### config.mk
export PLATFORM = sky130hd
export DESIGN_NAME = tdiv_seq
export DESIGN_NICKNAME = d
export VERILOG_FILES = /design/src/rtl/tdiv_pkg.sv /design/src/rtl/tdiv_step.sv /design/src/rtl/tdiv_seq.sv
export SDC_FILE = /design/constraint.sdc
export NUM_CORES = 1
export LEC_CHECK = 0
export CAP_MARGIN = 5
export CORE_UTILIZATION = 54
export CTS_CLUSTER_DIAMETER = 40
export DETAILED_ROUTE_END_ITERATION = 12
export PLACE_DENSITY = 0.82
export SLEW_MARGIN = 40
export SYNTH_ARGS = -nofsm -noshare
export SYNTH_HDL_FRONTEND = slang
export SYNTH_SLANG_ARGS = --single-unit
export TNS_END_PERCENT = 100
### constraint.sdc
create_clock -name Clock -period 3.1 [get_ports Clock]
set_clock_uncertainty 0.15 [all_clocks]
set_input_delay 0.93 -clock Clock [delete_from_list [all_inputs] [get_ports Clock]]
set_output_delay 0.93 -clock Clock [all_outputs]
set_load 0.02 [all_outputs]
### src/rtl/tdiv_pkg.sv
// Purpose : shared definitions for the sequential restoring divider (state encoding, default width).
// Latency : n/a (declarations only).
// Backpressure : n/a.
package tdiv_pkg;

    localparam int TDIV_WIDTH = 16;

    typedef enum logic [1:0] {
        ST_IDLE = 2'd0,
        ST_RUN  = 2'd1,
        ST_DONE = 2'd2
    } state_t;

endpackage

### src/rtl/tdiv_step.sv
// Purpose : one combinational restoring-division iteration (shift in a dividend bit, trial subtract).
// Latency : 0 cycles, purely combinational.
// Backpressure : none; evaluated every cycle, the caller decides when to register the result.
//
// Ports:
//   r     - current partial remainder (always < d, so WIDTH bits suffice)
//   q_msb - dividend/quotient shift-register MSB shifted into the remainder
//   d     - divisor
//   r_nxt - next partial remainder
//   q_bit - quotient bit produced by this iteration
module tdiv_step #(
    parameter int WIDTH = 16
) (
    input  logic [WIDTH-1:0] r,
    input  logic             q_msb,
    input  logic [WIDTH-1:0] d,
    output logic [WIDTH-1:0] r_nxt,
    output logic             q_bit
);

    // Trial value is WIDTH+1 bits wide so the compare never overflows.
    logic [WIDTH:0] t;

    assign t     = {r, q_msb};
    assign q_bit = (t >= {1'b0, d});
    // When the subtract is taken the true result is < d, so modulo-2^WIDTH
    // arithmetic on the low bits gives the exact value.
    assign r_nxt = q_bit ? (t[WIDTH-1:0] - d) : t[WIDTH-1:0];

endmodule

### src/rtl/tdiv_seq.sv
// Purpose : sequential unsigned restoring divider, one quotient bit per clock, start/done handshake.
// Latency : oDone rises WIDTH+1 edges after the accepting edge (1 edge for a zero divisor).
// Backpressure : none queued; iStart is ignored unless the FSM is in IDLE.
//
// Ports:
//   Clock, Reset (synchronous, active-low)
//   iStart, iDividend, iDivisor            - request, operands captured on acceptance
//   oBusy                                  - high in RUN and DONE
//   oDone                                  - one-cycle pulse, results valid from then on
//   oQuotient, oRemainder, oDivByZero      - held until the next accepted start
module tdiv_seq
    import tdiv_pkg::*;
#(
    parameter int WIDTH = TDIV_WIDTH
) (
    input  logic             Clock,
    input  logic             Reset,
    input  logic             iStart,
    input  logic [WIDTH-1:0] iDividend,
    input  logic [WIDTH-1:0] iDivisor,
    output logic             oBusy,
    output logic             oDone,
    output logic [WIDTH-1:0] oQuotient,
    output logic [WIDTH-1:0] oRemainder,
    output logic             oDivByZero
);

    localparam int CW = $clog2(WIDTH);

    state_t           state;
    logic [CW-1:0]    cnt;
    logic [WIDTH-1:0] q;      // dividend shifts out the top, quotient shifts in the bottom
    logic [WIDTH-1:0] d;
    logic [WIDTH-1:0] r;
    logic [WIDTH-1:0] r_nxt;
    logic             q_bit;

    tdiv_step #(.WIDTH(WIDTH)) u_step (
        .r     (r),
        .q_msb (q[WIDTH-1]),
        .d     (d),
        .r_nxt (r_nxt),
        .q_bit (q_bit)
    );

    always_ff @(posedge Clock) begin
        if (!Reset) begin
            state      <= ST_IDLE;
            cnt        <= '0;
            q          <= '0;
            d          <= '0;
            r          <= '0;
            oBusy      <= 1'b0;
            oDone      <= 1'b0;
            oQuotient  <= '0;
            oRemainder <= '0;
            oDivByZero <= 1'b0;
        end else begin
            oDone <= 1'b0;
            case (state)
                ST_IDLE: begin
                    if (iStart) begin
                        q          <= iDividend;
                        d          <= iDivisor;
                        r          <= '0;
                        cnt        <= CW'(WIDTH - 1);
                        oBusy      <= 1'b1;
                        oQuotient  <= '0;
                        oRemainder <= '0;
                        oDivByZero <= 1'b0;
                        // A zero divisor skips the iterations; q still holds
                        // the dividend, which becomes the reported remainder.
                        state      <= (iDivisor == '0) ? ST_DONE : ST_RUN;
                    end
                end
                ST_RUN: begin
                    r <= r_nxt;
                    q <= {q[WIDTH-2:0], q_bit};
                    if (cnt == '0) begin
                        state <= ST_DONE;
                    end else begin
                        cnt <= cnt - 1'b1;
                    end
                end
                ST_DONE: begin
                    oDone <= 1'b1;
                    oBusy <= 1'b0;
                    state <= ST_IDLE;
                    if (d == '0) begin
                        oQuotient  <= '1;
                        oRemainder <= q;
                        oDivByZero <= 1'b1;
                    end else begin
                        oQuotient  <= q;
                        oRemainder <= r;
                        oDivByZero <= 1'b0;
                    end
                end
                default: begin
                    state <= ST_IDLE;
                    oBusy <= 1'b0;
                end
            endcase
        end
    end

endmodule

==> results.json, run 1 <==
{
  "dr.pass1.iters": 5,
  "slowest_delay_ns": 0.43,
  "fin_crit_sh_pct": 86.6,
  "synth.most_common_cell": "nand2_1",
  "use_met3_pct": 5.20,
  "netlist_top_cells_area": "dfxtp_1, nand2_1, a21oi_1, mux2i_1, ha_1",
  "rr_startpoint": "d[4]",
  "powerDensity_nw_per_um2": 688,
  "diodes": 0,
  "synth_common_cells": "nand2_1, dfxtp_1, a21oi_1",
  "syn_area_um2": 4530,
  "synth_top_family_by_area": "simple AND/OR/NAND/NOR gates",
  "postSynthCellCount": 571,
  "grt_pass1_vias": 4020,
  "drt_iter0_markers": 301,
  "syn_area_per_cell_um2": 7.93,
  "die_w_um": 93.5,
  "nFillCells": 706,
  "synth-compound-area-share_pct": 20.3,
  "synthFlopType": "dfxtp_1",
  "drc_errors": 0,
  "post_cts_buffers": 0,
  "tns_ns": 0,
  "status": "complete, no violations",
  "busiest_layer": "met2",
  "p_leak_nw": 2.09,
  "detailed_place_hpwl_mm": 8.75,
  "antenna_found_initial": 0,
  "worst_pin_slew_ns": 0.640,
  "worstPathRequired_ns": 3.18,
  "end_kind": "flop",
  "die_area_um2": 8750,
  "core-area_um2": 8180,
  "muxShareOfSynthArea_pct": 5.31,
  "crit_family": "compound AO/OA/AOI/OAI gates",
  "holdPathEnd": "oRemainder[14]",
  "htree_levels": 3,
  "io_pins": 70,
  "totalWireLength_mm": 11.8,
  "drive_gt1_share_pct": 6.17,
  "synthAdderAreaFrac_pct": 5.14,
  "ys_types": 51,
  "min_from": "oRemainder[14]",
  "clkTransAtPathRegs_ns": 0.09,
  "setup_viol": 0,
  "grt_util_met1_pct": 37.3,
  "cts_tree": "done",
  "slew_headroom_pct": 57.3,
  "numCtsBuffers": 9,
  "drtAntennaViolNets": 0,
  "die_y_um": 93.5,
  "synth_simple_gate_area_share_pct": 21.9,
  "finalCriticalPeriod_ns": 2.68,
  "maxSlewViolCount": 0,
  "setup_ws_ns": 0.416,
  "synth_nets": 624,
  "routed_via_density": 5.80,
  "clockRootBuffer": "clkbuf_8",
  "maxCapViolations": 0,
  "r2r_cells": 8,
  "clockBufferDepth": 2,
  "critical-path-slowest-cell": "ha_1",
  "cts_resized": 0,
  "crit_fanout": 10,
  "synth_edf_count": 0,
  "holdPathStages": 2,
  "grt_pass1_wl_mm": 19.2,
  "fin_nets": 680,
  "cp_cell_sequence": "inv_1 > ha_1 > o211ai_1 > a21oi_1 > o21ai_1 > a31oi_4 > nor4b_1 > o21ai_1",
  "grt_setup_unrepaired": "false",
  "initial_core_util_pct": 55.4,
  "yosys.area_share.xor_xnor_pct": 2.13,
  "rows": 33,
  "hp-class": "reg -> reg",
  "place_congestion": 0.906,
  "pre_cts_slack_ns": 0.383,
  "clkSinkCount": 89,
  "wl_per_cell_um": 16.1,
  "ys_warn_count": 0,
  "regToRegSetupSlack_ns": 0.42,
  "hold_viol": 0,
  "ys_ff_latch": 89,
  "ir_drop_v": 0.000395,
  "worst-path-buf-inv": 1,
  "ys_seq_area_share_pct": 39.4,
  "area_delta_synth_final_pct": 21.2,
  "async_reset_ff_share_pct": 0,
  "worstSetupStartpointType": "flop",
  "cp.arrival_ns": 2.77,
  "fmax_mhz": 373,
  "synth.top_cell.area_share_pct": 39.4,
  "gr-total-overflow": 0,
  "grtUsageTotal_pct": 27.9,
  "r2r_end": "r[15]",
  "yosysTopAreaCell": "dfxtp_1",
  "insertion_delay_ns": 0.37,
  "crit_type": "reg -> reg",
  "crit_path_frequent_cell": "o21ai_1",
  "met2_usage_pct": 45.6,
  "portBuffers": 69,
  "grt_start_max_net_pins": 32,
  "ctsHoldBuffers": 0,
  "dr_total_vias": 4276
}
## per-stage QoR
step           power (W)  cells  hold slack [ns]  instance area (um^2)  util (%)
2_1_floorplan    0.00261    571            0.290                  4530         -
3_3_place_gp     0.00297    721            0.288                  5300      64.8
3_5_place_dp     0.00301    721            0.304                  5300      64.8
4_1_cts          0.00376    737            0.318                  5480      67.1
5_1_grt          0.00399    737            0.333                  5490      67.1
6_report         0.00377    737            0.317                  5490      67.1
## registers in the layout, indices dropped and copies added (netlist names)
| signal | flops |
|---|---|
| oDone | 1 |
| d | 16 |
| cnt | 4 |
| q | 16 |
| oRemainder | 16 |
| r | 16 |
| oDivByZero | 1 |
| oBusy | 1 |
| state | 2 |
| oQuotient | 16 |
## worst max path at each step
| stage | from | cells past startpoint | to |
|---|---|---|---|
| floorplan | q[15] | 10 | r[12] |
| global placement | iDivisor[3] | 5 | state[1] |
| detailed placement | iDivisor[3] | 5 | state[1] |
| CTS | q[15] | 10 | r[12] |
| global route | d[8] | 9 | r[6] |
| finish | d[4] | 8 | r[15] |
## final cells by class
class,instances,area [um^2],share of cell area [%]
Clock inverter,6,50.0,0.912
Timing Repair Buffer,83,808,14.7
Tap cell,105,131,2.40
Inverter,23,86.3,1.57
Clock buffer,10,138,2.51
Sequential cell,89,1780,32.5
Multi-Input combinational cell,421,2490,45.4
## where the power goes
part / switching [W] / internal, W / leakage [nW]
combinational: 0.000915 / 0.000735 / 1.27
sequential: 0.000115 / 0.00125 / 0.727
clock: 0.000436 / 0.000322 / 0.0895
total: 0.00147 / 0.00231 / 2.09
## per-layer routing
layer  vias to the layer above  part of all wire (%)
met5                         -                     0
met4                         0                   1.4
met3                        16                   4.1
met2                       118                    48
met1                      2021                    46
li1                       2121                     -
## layout by cell type, fill, tap and decap left out, types with 3 or more instances in the layout
| cell type | Yosys | routed |
|---|---|---|
| a2bb2oi_1 | 3 | 3 |
| nor2b_1 | 3 | 3 |
| o21ai_1 | 20 | 20 |
| nand4_1 | 5 | 5 |
| nor3_1 | 38 | 37 |
| clkdlybuf4s50_1 | 0 | 69 |
| dfxtp_1 | 89 | 89 |
| ha_1 | 17 | 17 |
| mux2i_1 | 24 | 24 |
| xnor2_1 | 5 | 5 |
| a21oi_1 | 56 | 56 |
| a211oi_1 | 4 | 4 |
| buf_4 | 3 | 13 |
| clkbuf_8 | 0 | 10 |
| o211ai_1 | 4 | 4 |
| nand2_1 | 111 | 111 |
| a21o_1 | 6 | 6 |
| nand2b_1 | 6 | 5 |
| nand3_1 | 3 | 3 |
| o21ai_0 | 22 | 22 |
| a311oi_1 | 18 | 18 |
| nor2_1 | 34 | 33 |
| xor2_1 | 6 | 6 |
| inv_1 | 23 | 23 |
| nor4_1 | 8 | 8 |
## logic make-up (layout without fill, tap and decap cells)
group           Yosys count  in the layout
fa+ha+maj                18             18
xor+xnor                 11             11
flops                    89             89
compound gates          147            147
buf+inv                  61            122
simple gates            221            221
mux                      24             24
## worst reg2reg max path, stage by stage (launching register included)
cell	delay [ns]
dfxtp_1	0.36
inv_1	0.05
ha_1	0.43
o211ai_1	0.16
a21oi_1	0.30
o21ai_1	0.18
a31oi_4	0.41
nor4b_1	0.40
o21ai_1	0.13
No activity file was read; power rests on OpenSTA's default activity.
==> run 2: changes to the inputs <==
- clock period: 3.1 -> 3 ns (I/O delays scaled with it)
==> results.json, run 2 (same netlist as run 1, synthesis figures left out) <==
{
  "htree_levels": 3,
  "initial_core_util_pct": 55.4,
  "dp.cells": 721,
  "drive_gt1_share_pct": 6.01,
  "maxCapViolations": 0,
  "core-area_um2": 8180,
  "drc_errors": 0,
  "hp-class": "reg -> reg",
  "ctsHoldBuffers": 0,
  "cp.arrival_ns": 2.74,
  "worst-path-buf-inv": 2,
  "setup_ws_ns": 0.368,
  "wl_met3_um": 580,
  "post_cts_buffers": 0,
  "dr_total_vias": 4333,
  "grtUsageTotal_pct": 28.2,
  "status": "complete, no violations",
  "crit_type": "reg -> reg",
  "hold_viol": 0,
  "antenna_found_initial": 0,
  "diodes": 0,
  "clkSinkCount": 89,
  "drt_iter0_markers": 286,
  "clockRootBuffer": "clkbuf_8",
  "crit_family": "compound AO/OA/AOI/OAI gates",
  "tns_ns": 0,
  "crit_fanout": 4,
  "finalCriticalPeriod_ns": 2.63,
  "die_w_um": 93.5,
  "grt_setup_unrepaired": "false",
  "numCtsBuffers": 9,
  "grt_pass1_wl_mm": 19.2,
  "place_congestion": 0.892,
  "final_common_cell": "nand2_1",
  "portBuffers": 69,
  "clockBufferDepth": 2,
  "grt_pass1_vias": 4012,
  "cts_resized": 0,
  "worstSetupStartpointType": "flop",
  "nFillCells": 705,
  "cts_tree": "done",
  "grt_start_max_net_pins": 32,
  "end_kind": "flop",
  "critPathLaunch": "q[15]",
  "maxSlewViolCount": 0,
  "fin_crit_sh_pct": 87.7,
  "totalWireLength_mm": 11.9,
  "p_leak_nw": 2.09,
  "critical-path-slowest-cell": "fa_1",
  "area_delta_synth_final_pct": 20.9,
  "cp_cell_sequence": "inv_1 > ha_1 > inv_1 > fa_1 > a21o_1 > a21o_1 > a311o_1 > a211oi_2 > xor2_1 > o21ai_1",
  "topRoutingLayerUsed": "met4",
  "fin_nets": 680,
  "slew_headroom_pct": 44.5,
  "final_cell_mix": "nand2_1, dfxtp_1, clkdlybuf4s50_1",
  "clkTransAtPathRegs_ns": 0.10,
  "routed_via_density": 5.88,
  "min_from": "oRemainder[13]",
  "dr.pass1.iters": 5,
  "drtAntennaViolNets": 0,
  "wl_met2_mm": 5.76,
  "pre_cts_slack_ns": 0.337,
  "setup_viol": 0,
  "io_pins": 70,
  "wirelength_met1_mm": 5.32,
  "rr_startpoint": "q[15]",
  "fmax_mhz": 380,
  "die_area_um2": 8750,
  "gr-total-overflow": 0,
  "worst_pin_slew_ns": 0.832,
  "die_y_um": 93.5,
  "powerDensity_nw_per_um2": 708,
  "ir_drop_v": 0.000484,
  "rows": 33,
  "final_cells": 737,
  "insertion_delay_ns": 0.37,
  "power_w": 0.00387,
  "detailed_place_hpwl_mm": 8.84,
  "worstPathRequired_ns": 3.10,
  "slowest_delay_ns": 0.39,
  "wl_per_cell_um": 16.2
}
[run 2: cell types whose count changed in the layout (fill, tap and decap cells not counted), sizes merged]
cell	before	now
clkbuf	10	9
clkinv	2	3
clkinvlp	2	1
inv	25	26
[run 2: per-layer routing]
layer | vias up | track usage, %
li1 | 2128 | -
met1 | 2028 | 36.6
met2 | 152 | 46.5
met3 | 25 | 6.02
met4 | 0 | 8.85
met5 | - | 0
[run 2: metrics by stage]
step | area, um^2 | hold WS (ns) | util (%)
3_3_place_gp | 5300 | 0.288 | 64.8
6_report | 5470 | 0.302 | 66.9
2_1_floorplan | 4530 | 0.290 | -
5_1_grt | 5470 | 0.343 | 66.9
4_1_cts | 5470 | 0.306 | 66.9
3_5_place_dp | 5300 | 0.292 | 64.8
[run 2: cell type report]
| cell class | count | area (um^2) | share of cell area [%] |
|---|---|---|---|
| timing repair buffer | 83 | 808 | 14.8 |
| tap | 105 | 131 | 2.40 |
| sequential | 89 | 1780 | 32.6 |
| clock inverter | 7 | 52.6 | 0.960 |
| clock buffer | 9 | 124 | 2.26 |
| multi-input combinational | 421 | 2490 | 45.5 |
| inverter | 23 | 86.3 | 1.58 |
[run 2: final timing paths]
| path | endpoint | slack (ns) | cells past startpoint |
|---|---|---|---|
| max | r[12] | 0.37 | 10 |
| min reg2reg | oRemainder[13] | 0.30 | 2 |
| max reg2reg | r[12] | 0.37 | 10 |
| min | oRemainder[13] | 0.30 | 2 |
[run 2: report_power, final]
part	switching [W]	internal [W]	leakage (nW)	total [W]
Sequential	0.000117	0.00129	0.727	0.00141
Combinational	0.000942	0.000758	1.27	0.00170
Clock	0.000456	0.000308	0.0904	0.000764
[run 2: worst reg2reg max path: stages, from the launching register on]
cell and delay, ns:
dfxtp_1 0.32, inv_1 0.13, ha_1 0.19, inv_1 0.05
fa_1 0.39, a21o_1 0.20, a21o_1 0.22, a311o_1 0.37
a211oi_2 0.23, xor2_1 0.18, o21ai_1 0.07
